$ cat src/rtl/cm_pkg.sv
// ----------------------------------------------------------------------------
// cm_pkg
// Shared definitions for the configurable Booth multiplier:
//   - operating mode encodings (cm_i values)
//   - controller state type
//   - Booth iteration counts per operand width
// ----------------------------------------------------------------------------
package cm_pkg;

  localparam logic [1:0] CM_SINGLE8  = 2'b00;
  localparam logic [1:0] CM_DUAL8    = 2'b01;
  localparam logic [1:0] CM_SINGLE16 = 2'b10;

  typedef enum logic [1:0] {
    IDLE = 2'd0,
    BUSY = 2'd1,
    DONE = 2'd2
  } state_t;

  localparam int ITER8  = 8;
  localparam int ITER16 = 16;

  // Modes 10 and 11 both run the full 16-bit multiply.
  function automatic logic [4:0] iter_count(input logic [1:0] cm);
    return cm[1] ? 5'(ITER16) : 5'(ITER8);
  endfunction

endpackage

$ cat src/rtl/configurable_multiplier_if.sv
// ----------------------------------------------------------------------------
// configurable_multiplier_if
// Control/result bundle of the multiplier.
//   enable_i        start request (sampled by the datapath only when idle)
//   cm_i            mode select
//   multiplicand_i  operand A
//   multiplier_i    operand B
//   product16x16_o  result register
//   data_valid_o    one-cycle completion pulse
// master: the requester (drives operands); slave: the multiplier.
// ----------------------------------------------------------------------------
interface configurable_multiplier_if;

  logic        enable_i;
  logic [1:0]  cm_i;
  logic [15:0] multiplicand_i;
  logic [15:0] multiplier_i;
  logic [31:0] product16x16_o;
  logic        data_valid_o;

  modport master (
    output enable_i, cm_i, multiplicand_i, multiplier_i,
    input  product16x16_o, data_valid_o
  );

  modport slave (
    input  enable_i, cm_i, multiplicand_i, multiplier_i,
    output product16x16_o, data_valid_o
  );

endinterface

$ cat src/rtl/configurable_multiplier_booth_lane.sv
// ----------------------------------------------------------------------------
// booth_lane
// One 8-bit radix-2 Booth step datapath: 9-bit accumulator, 8-bit multiplier
// shift register and the q(-1) bit. Two lanes either work independently
// (8-bit modes) or are chained into one 16-bit Booth engine (chain_i=1).
//
// Ports:
//   clk_i, reset_i   clock, synchronous active-high reset
//   load_i           clear acc/q(-1) and load q with b_i
//   step_i           perform one add/sub + arithmetic shift
//   chain_i          1 = lanes chained as a 16-bit engine
//   a_i, b_i         multiplicand byte, multiplier byte (load only)
//   cas_cin_i        carry from the lower lane      (used by UPPER when chained)
//   cas_pair_i       Booth pair of the lower lane   (used by UPPER when chained)
//   cas_acc_i        bit shifted into acc top       (used by lower when chained)
//   cas_q_i          bit shifted into q top         (any lane when chained)
//   cout_o           carry out of acc bit 7
//   sum_lsb_o        bit 0 of the pre-shift sum
//   q_lsb_o, pair_o  q[0] and {q[0], q(-1)}
//   acc_o, q_o       low accumulator byte and q, for result assembly
// ----------------------------------------------------------------------------
module booth_lane #(
  parameter bit UPPER = 1'b0
) (
  input  logic       clk_i,
  input  logic       reset_i,
  input  logic       load_i,
  input  logic       step_i,
  input  logic       chain_i,
  input  logic [7:0] a_i,
  input  logic [7:0] b_i,
  input  logic       cas_cin_i,
  input  logic [1:0] cas_pair_i,
  input  logic       cas_acc_i,
  input  logic       cas_q_i,
  output logic       cout_o,
  output logic       sum_lsb_o,
  output logic       q_lsb_o,
  output logic [1:0] pair_o,
  output logic [7:0] acc_o,
  output logic [7:0] q_o
);

  logic [8:0] acc_reg;
  logic [7:0] q_reg;
  logic       q_m1_reg;

  logic       use_cas;
  logic       cut_top;
  logic [1:0] pair;
  logic       add_en;
  logic       sub_en;
  logic [8:0] addend;
  logic       cin;
  logic [8:0] low_sum;
  logic [8:0] sum;
  logic [8:0] acc_next;
  logic [7:0] q_next;

  // Chained: the upper lane follows the lower lane's Booth decision and
  // takes its carry; the lower lane's accumulator top bit comes from the
  // upper lane, making one 17-bit accumulator {upper[8:0], lower[7:0]}.
  assign use_cas = chain_i & UPPER;
  assign cut_top = chain_i & ~UPPER;

  assign pair   = use_cas ? cas_pair_i : {q_reg[0], q_m1_reg};
  assign add_en = (pair == 2'b01);
  assign sub_en = (pair == 2'b10);

  // Subtraction is add of the one's complement plus a carry-in of 1.
  assign addend = add_en ? {a_i[7], a_i} :
                  sub_en ? ~{a_i[7], a_i} : 9'd0;
  assign cin    = use_cas ? cas_cin_i : sub_en;

  // Split the add at bit 7 so the carry can be handed to the upper lane.
  assign low_sum = {1'b0, acc_reg[7:0]} + {1'b0, addend[7:0]} + {8'd0, cin};
  assign sum     = {acc_reg[8] ^ addend[8] ^ low_sum[8], low_sum[7:0]};

  assign acc_next = cut_top ? {cas_acc_i, cas_acc_i, sum[7:1]}
                            : {sum[8], sum[8:1]};
  assign q_next   = {chain_i ? cas_q_i : sum[0], q_reg[7:1]};

  always_ff @(posedge clk_i) begin
    if (reset_i) begin
      acc_reg  <= '0;
      q_reg    <= '0;
      q_m1_reg <= 1'b0;
    end else if (load_i) begin
      acc_reg  <= '0;
      q_reg    <= b_i;
      q_m1_reg <= 1'b0;
    end else if (step_i) begin
      acc_reg  <= acc_next;
      q_reg    <= q_next;
      q_m1_reg <= q_reg[0];
    end
  end

  assign cout_o    = low_sum[8];
  assign sum_lsb_o = sum[0];
  assign q_lsb_o   = q_reg[0];
  assign pair_o    = {q_reg[0], q_m1_reg};
  assign acc_o     = acc_reg[7:0];
  assign q_o       = q_reg;

endmodule

$ cat src/rtl/configurable_multiplier.sv
// ----------------------------------------------------------------------------
// configurable_multiplier
// Iterative signed radix-2 Booth multiplier: one 8x8, two parallel 8x8 lanes,
// or one 16x16, selected per operation by cm_i.
//
// Ports:
//   clk_i    clock (rising edge)
//   reset_i  synchronous active-high reset; aborts any operation
//   bus      configurable_multiplier_if.slave
//            (enable_i, cm_i, multiplicand_i, multiplier_i in;
//             product16x16_o, data_valid_o out)
//
// Timing: start sampled at edge k, N Booth steps (N = 8 or 16), DONE state,
// data_valid_o high for the cycle after edge k+N+1. Issue period N+2.
// ----------------------------------------------------------------------------
module configurable_multiplier
  import cm_pkg::*;
(
  input  logic                      clk_i,
  input  logic                      reset_i,
  configurable_multiplier_if.slave  bus
);

  state_t      state_reg;
  logic [4:0]  cnt_reg;
  logic [15:0] a_reg;
  logic [1:0]  cm_reg;
  logic [31:0] product_reg;
  logic        valid_reg;

  logic        load;
  logic        step;
  logic        chain;
  logic [31:0] result;

  logic       lo_cout, lo_sum_lsb, lo_q_lsb, hi_cout, hi_sum_lsb, hi_q_lsb;
  logic [1:0] lo_pair, hi_pair;
  logic [7:0] lo_acc, lo_q, hi_acc, hi_q;
  logic       unused_cascade;

  assign load  = (state_reg == IDLE) && bus.enable_i;
  assign step  = (state_reg == BUSY);
  assign chain = cm_reg[1];

  // Operands enter the q registers directly at load; A is only needed
  // during the steps, so the latched copy is used.
  booth_lane #(.UPPER(1'b0)) lane_lo (
    .clk_i      (clk_i),
    .reset_i    (reset_i),
    .load_i     (load),
    .step_i     (step),
    .chain_i    (chain),
    .a_i        (a_reg[7:0]),
    .b_i        (bus.multiplier_i[7:0]),
    .cas_cin_i  (1'b0),
    .cas_pair_i (2'b00),
    .cas_acc_i  (hi_sum_lsb),
    .cas_q_i    (hi_q_lsb),
    .cout_o     (lo_cout),
    .sum_lsb_o  (lo_sum_lsb),
    .q_lsb_o    (lo_q_lsb),
    .pair_o     (lo_pair),
    .acc_o      (lo_acc),
    .q_o        (lo_q)
  );

  booth_lane #(.UPPER(1'b1)) lane_hi (
    .clk_i      (clk_i),
    .reset_i    (reset_i),
    .load_i     (load),
    .step_i     (step),
    .chain_i    (chain),
    .a_i        (a_reg[15:8]),
    .b_i        (bus.multiplier_i[15:8]),
    .cas_cin_i  (lo_cout),
    .cas_pair_i (lo_pair),
    .cas_acc_i  (1'b0),
    .cas_q_i    (lo_sum_lsb),
    .cout_o     (hi_cout),
    .sum_lsb_o  (hi_sum_lsb),
    .q_lsb_o    (hi_q_lsb),
    .pair_o     (hi_pair),
    .acc_o      (hi_acc),
    .q_o        (hi_q)
  );

  // Cascade outputs that only matter in the other lane's direction.
  assign unused_cascade = ^{hi_cout, hi_pair, lo_q_lsb};

  always_comb begin
    result = '0;
    case (cm_reg)
      CM_SINGLE8:  result = {{16{lo_acc[7]}}, lo_acc, lo_q};
      CM_DUAL8:    result = {hi_acc, hi_q, lo_acc, lo_q};
      CM_SINGLE16: result = {hi_acc, lo_acc, hi_q, lo_q};
      default:     result = {hi_acc, lo_acc, hi_q, lo_q};
    endcase
  end

  always_ff @(posedge clk_i) begin
    if (reset_i) begin
      state_reg   <= IDLE;
      cnt_reg     <= '0;
      a_reg       <= '0;
      cm_reg      <= '0;
      product_reg <= '0;
      valid_reg   <= 1'b0;
    end else begin
      valid_reg <= 1'b0;
      case (state_reg)
        IDLE: begin
          if (bus.enable_i) begin
            a_reg     <= bus.multiplicand_i;
            cm_reg    <= bus.cm_i;
            cnt_reg   <= iter_count(bus.cm_i);
            state_reg <= BUSY;
          end
        end
        BUSY: begin
          cnt_reg <= cnt_reg - 5'd1;
          if (cnt_reg == 5'd1) begin
            state_reg <= DONE;
          end
        end
        DONE: begin
          product_reg <= result;
          valid_reg   <= 1'b1;
          state_reg   <= IDLE;
        end
        default: state_reg <= IDLE;
      endcase
    end
  end

  assign bus.product16x16_o = product_reg;
  assign bus.data_valid_o   = valid_reg;

endmodule

$ cat src/flat_wrapper.sv
// flat-port wrapper written by rule: the top's interface ports become plain ports
module configurable_multiplier_flat import cm_pkg::*;
  (clk_i, reset_i, bus_enable_i, bus_cm_i, bus_multiplicand_i, bus_multiplier_i, bus_product16x16_o, bus_data_valid_o);
  configurable_multiplier_if bus_i ();
  input  logic clk_i;
  input  logic reset_i;
  input wire logic [$bits(bus_i.enable_i)-1:0] bus_enable_i;
  input wire logic [$bits(bus_i.cm_i)-1:0] bus_cm_i;
  input wire logic [$bits(bus_i.multiplicand_i)-1:0] bus_multiplicand_i;
  input wire logic [$bits(bus_i.multiplier_i)-1:0] bus_multiplier_i;
  output wire logic [$bits(bus_i.product16x16_o)-1:0] bus_product16x16_o;
  output wire logic [$bits(bus_i.data_valid_o)-1:0] bus_data_valid_o;
  assign bus_i.enable_i = bus_enable_i;
  assign bus_i.cm_i = bus_cm_i;
  assign bus_i.multiplicand_i = bus_multiplicand_i;
  assign bus_i.multiplier_i = bus_multiplier_i;
  assign bus_product16x16_o = bus_i.product16x16_o;
  assign bus_data_valid_o = bus_i.data_valid_o;
  configurable_multiplier u_core (.clk_i(clk_i), .reset_i(reset_i), .bus(bus_i));
endmodule
$ cat config.mk
export PLATFORM = sky130hd
export DESIGN_NAME = configurable_multiplier_flat
export DESIGN_NICKNAME = d
export VERILOG_FILES = /design/src/rtl/cm_pkg.sv /design/src/rtl/configurable_multiplier_if.sv /design/src/rtl/configurable_multiplier_booth_lane.sv /design/src/rtl/configurable_multiplier.sv /design/src/flat_wrapper.sv
export SDC_FILE = /design/constraint.sdc
export NUM_CORES = 1
export LEC_CHECK = 0
export BUFFER_PORTS_ARGS = -buffer_cell sky130_fd_sc_hd__buf_2
export CORE_MARGIN = 1
export CORE_UTILIZATION = 50
export DETAILED_ROUTE_END_ITERATION = 8
export HOLD_SLACK_MARGIN = 0.08
export PLACE_DENSITY = 0.72
export SYNTH_ARGS = -nofsm -noshare
export SYNTH_HDL_FRONTEND = slang
export SYNTH_SLANG_ARGS = --single-unit
$ cat constraint.sdc
create_clock -name clk_i -period 3.6 [get_ports clk_i]
set_input_delay 0.36 -clock clk_i [delete_from_list [all_inputs] [get_ports clk_i]]
set_output_delay 0.36 -clock clk_i [all_outputs]
set_load 0.005 [all_outputs]
==> results by group <==
STA
  – Max-slew violation count: 0
  – Final setup vio count: 0
  – Fin Setup TNS: 0 ns
  – Setup repair after global routing missed its margin: true
  – Hold Vio Cnt, Final: 0
  – Peak clock frequency supported by timing: between 200 and 300 MHz
  – Transition at the pin with the smallest max-transition slack: 1.016 ns
  – Max Clock Skew: between 0.01 and 0.015 ns
  – Final Critical Period: 3.583 ns
  – Ratio of final minimum period to clock period: 99.53%
  – Tightest slew margin relative to the limit: about a third
  – Final critical-path setup slack: 0.01684 ns

Final layout
  – Fraction of layout instances using a drive strength above 1: 21.21%
  – Area growth from synthesis to final layout: 16.80%
  – Antenna Diode Count: 0
  – Number of filler instances in the final layout: 788
  – Design area: 0.005350 mm^2
  – Fin nets: 698
  – Largest register FFs: 32

Synthesis
  – Area of the mapped netlist: between 0.004 and 0.005 mm^2
  – Async set-reset flop share out of synthesis: 0%
  – Post-synth top area cell: dfxtp_1
  – Number of enable flip-flop cells after synthesis: 0
  – Most repeated cell in the gate-level netlist after synthesis: nand2_1
  – Count of state elements after synthesis: just over 90
  – Synthesized net count: approximately 640
  – Share of Yosys cell area claimed by the top area cell type: 40.21%
  – Top area cells in the synthesized netlist: dfxtp_1 40%, nand2_1 7.6%, a21oi_1 7.4%
  – Most used DFF post-synth: dfxtp_1
  – Number of cells produced by synthesis: slightly below 600
  – Sequential area share after synthesis: 40.21%
  – Mean Syn Cell Area: 7.925 um^2
  – Post-synth cell types: 52
  – Yosys Warn Count: 0
  – Commonest cells in the netlist: 93 x nand2_1, 92 x dfxtp_1, 68 x a21oi_1

Floorplan
  – Area inside the core boundary: 0.008806 mm^2
  – Total number of placement rows: 34
  – Initial core utilization: 52.02%
  – Top-level port count: 70
  – Area enclosed by the die boundary: between 0.009 and 0.01 mm^2
  – Die boundary width: 97.72 um
  – Die outline height: roughly 98 um

Detailed routing
  – Per-cell via count in the routed design: 5.753
  – Avg WL per Cell: between 15 and 20 um
  – Vias post-DR: about 4,300
  – Pre-Repair DR Iteration Count: 8
  – Antenna violation net count after detailed routing: 0
  – Sum of routed wire length over all layers: 11,640 um
  – Number of DRC violations after detailed routing: 16
  – Initial DRC Count: 282

Placed design
  – Post-Place Setup Slack: -0.1268 ns
  – Port Buf Inserts: 69
  – Final weighted congestion in routability-driven placement: 0.8362
  – DPL Wire Length: 8140 um
  – Cell area after placement: around 0.0050 mm^2

Setup path
  – Category of the worst setup path capture point: flip-flop
  – Maximum fanout along the worst path: 3
  – Critical path class: flip-flop to flip-flop
  – Most frequent CP cell: fa_2
  – Buf+Inv Stages, Crit Path: 1
  – Worst endpoint data arrival time: 3.89 ns
  – Category of the worst setup path launch point: flip-flop
  – Library cell contributing the largest single delay on the critical path: or4_4
  – CP cell instances: nand2b_4 -> buf_6 -> fa_2 -> fa_2 -> nor2b_4 -> o31ai_4 -> a31oi_2 -> a31oi_2 -> fa_2 -> fa_2 -> nand2b_4 -> a21oi_4 -> o22ai_2 -> or4_4 -> nand3_2
  – CP top delay family: adder cells
  – Largest stage delay, worst path: 0.43 ns
  – Required time of the critical path: 3.91 ns

Power and ir drop
  – P_leak: 2.213 nW
  – Sequential Power Share: 50.5%
  – VDD IR max: around 0.27 mV
  – Internal Dissipation: 0.001515 W
  – PnR Total Power: 0.002216 W
  – Switching part of the total power: 31.64%
  – Power Density: 414.2 mW/mm^2
  – Clock group share of total power: 32.0%
  – Gate power share: roughly 18%
  – Switching power total: about 0.0007 W

Global routing
  – Number of global-route vias before repair: 4,035
  – Leftover overflow at the end of global routing: 0
  – Met2 track demand over resource in global routing: between 40% and 50%
  – Most utilized layer in the global route result: met2
  – Wire length of the first global-routing pass: 19,270 um
  – Number of antenna violations at the first check in global routing: 0
  – Global-route total usage across every layer: 24.65%
  – Global-route track usage on met3: 3.525%
  – Met1 layer usage reported by global route: 33.71%
  – Maximum number of pins on one net before global-route repair: between 50 and 60

Outcome
  – Failing checks: design-rule violations
  – Outcome: complete, but fails checks

Clock tree
  – CTS tree: built
  – Clock network latency to the later pin of the worst-skew pair: approximately 0.36 ns
  – Root buf cell: clkbuf_8
  – Sink count of the clock tree: 92
  – CTS H-Tree Depth: 3
  – Number of buffers added by the clock tree synthesis step: 9
  – Clock transition at the register clock pins on the worst setup and hold paths after CTS: around 0.11 ns
  – Number of buffers on the longest clock path: 2

Worst hold path
  – Worst min path class: input port to flip-flop

Run
  – Max-capacitance violation count: 0
[layer usage]
| layer | part of all wire (%) | wire (um) | vias up |
|---|---|---|---|
| met2 | 47 | 5426 | 126 |
| li1 | - | - | 2183 |
| met1 | 47 | 5477 | 2016 |
| met5 | 0 | 0 | - |
| met4 | 0.97 | 113 | 0 |
| met3 | 5.4 | 625 | 13 |
[worst register-to-register path: cells and delay by family, from the launching register on]
kind / cells / cell delay, ns
fa+ha+maj: 4 / 1.46
compound gates: 5 / 0.62
simple gates: 5 / 0.99
buf+inv: 1 / 0.13
flops: 1 / 0.34
[timing repair]
action                                  4_1_cts  5_1_grt
resized for setup                             6       12
hold buffers                                  0        0
gates cloned                                  0        0
pin swaps                                     3        2
buffers inserted                              3        1
endpoints found under the setup margin        2        5
[per-stage QoR]
step	hold WS, ns	cells	util (%)
after CTS	0.2155	753	60.03
after global routing	0.2221	754	60.76
after detailed placement	0.4462	734	57.19
after global placement	0.4397	734	57.19
final	0.2196	754	60.76
after floorplan	0.4396	578	-
[cell families after synthesis]
| logic type | after synthesis | share of synthesized area (%) |
|---|---|---|
| xor+xnor | 1 | 0.1912 |
| compound gates | 190 | 25.51 |
| buf+inv | 64 | 6.091 |
| simple gates | 198 | 19.01 |
| flops | 92 | 40.21 |
| fa+ha+maj | 20 | 6.119 |
| mux | 13 | 2.868 |
[power by group through the flow]
stage          clock network, W  logic (W)  registers (W)
2_1_floorplan                 0   0.000284        0.00112
3_3_place_gp                  0   0.000358        0.00114
3_5_place_dp                  0   0.000368        0.00114
4_1_cts                0.000722   0.000376        0.00112
5_1_grt                0.000769   0.000435        0.00113
6_report               0.000709   0.000388        0.00112
[cell type report]
type | instances | area (um^2) | area share [%]
multi-input cells | 422 | 2566 | 47.97
flip-flops and latches | 92 | 1844 | 34.47
repair buffers | 89 | 503.0 | 9.401
clock buffers | 10 | 137.6 | 2.572
well taps | 108 | 135.1 | 2.526
inverters | 27 | 101.3 | 1.894
clock inverters | 6 | 62.56 | 1.169
[final timing paths]
check	cells past startpoint	slack, ns	startpoint	end
worst max-delay path	15	0.02	u_core.lane_lo.q_m1_reg	u_core.lane_hi.acc_reg[5]
worst min-delay path	3	0.22	bus_multiplier_i[6]	u_core.lane_lo.q_o[6]
worst max register to register	15	0.02	u_core.lane_lo.q_m1_reg	u_core.lane_hi.acc_reg[5]
worst min register to register	2	0.46	u_core.bus.product16x16_o[21]	u_core.bus.product16x16_o[21]
[cell usage in the layout (no fill, tap or decap), drive strengths merged, types with 2 or more instances in the layout]
cell type,count
or2,2
nand3,13
a211oi,20
clkbuf,10
a21oi,69
fa,4
or4,2
buf,89
o31ai,2
inv,31
mux2i,12
o22ai,7
and3,2
o21a,5
nand2,93
nand3b,2
o31a,2
nor4,2
nor2b,7
dfxtp,92
ha,16
o211ai,9
nand4,3
nor3,7
o21ai,44
a31oi,13
clkinv,2
nor2,56
o221ai,3
a222oi,9
nand2b,4
No activity file was read; power rests on OpenSTA's default activity.
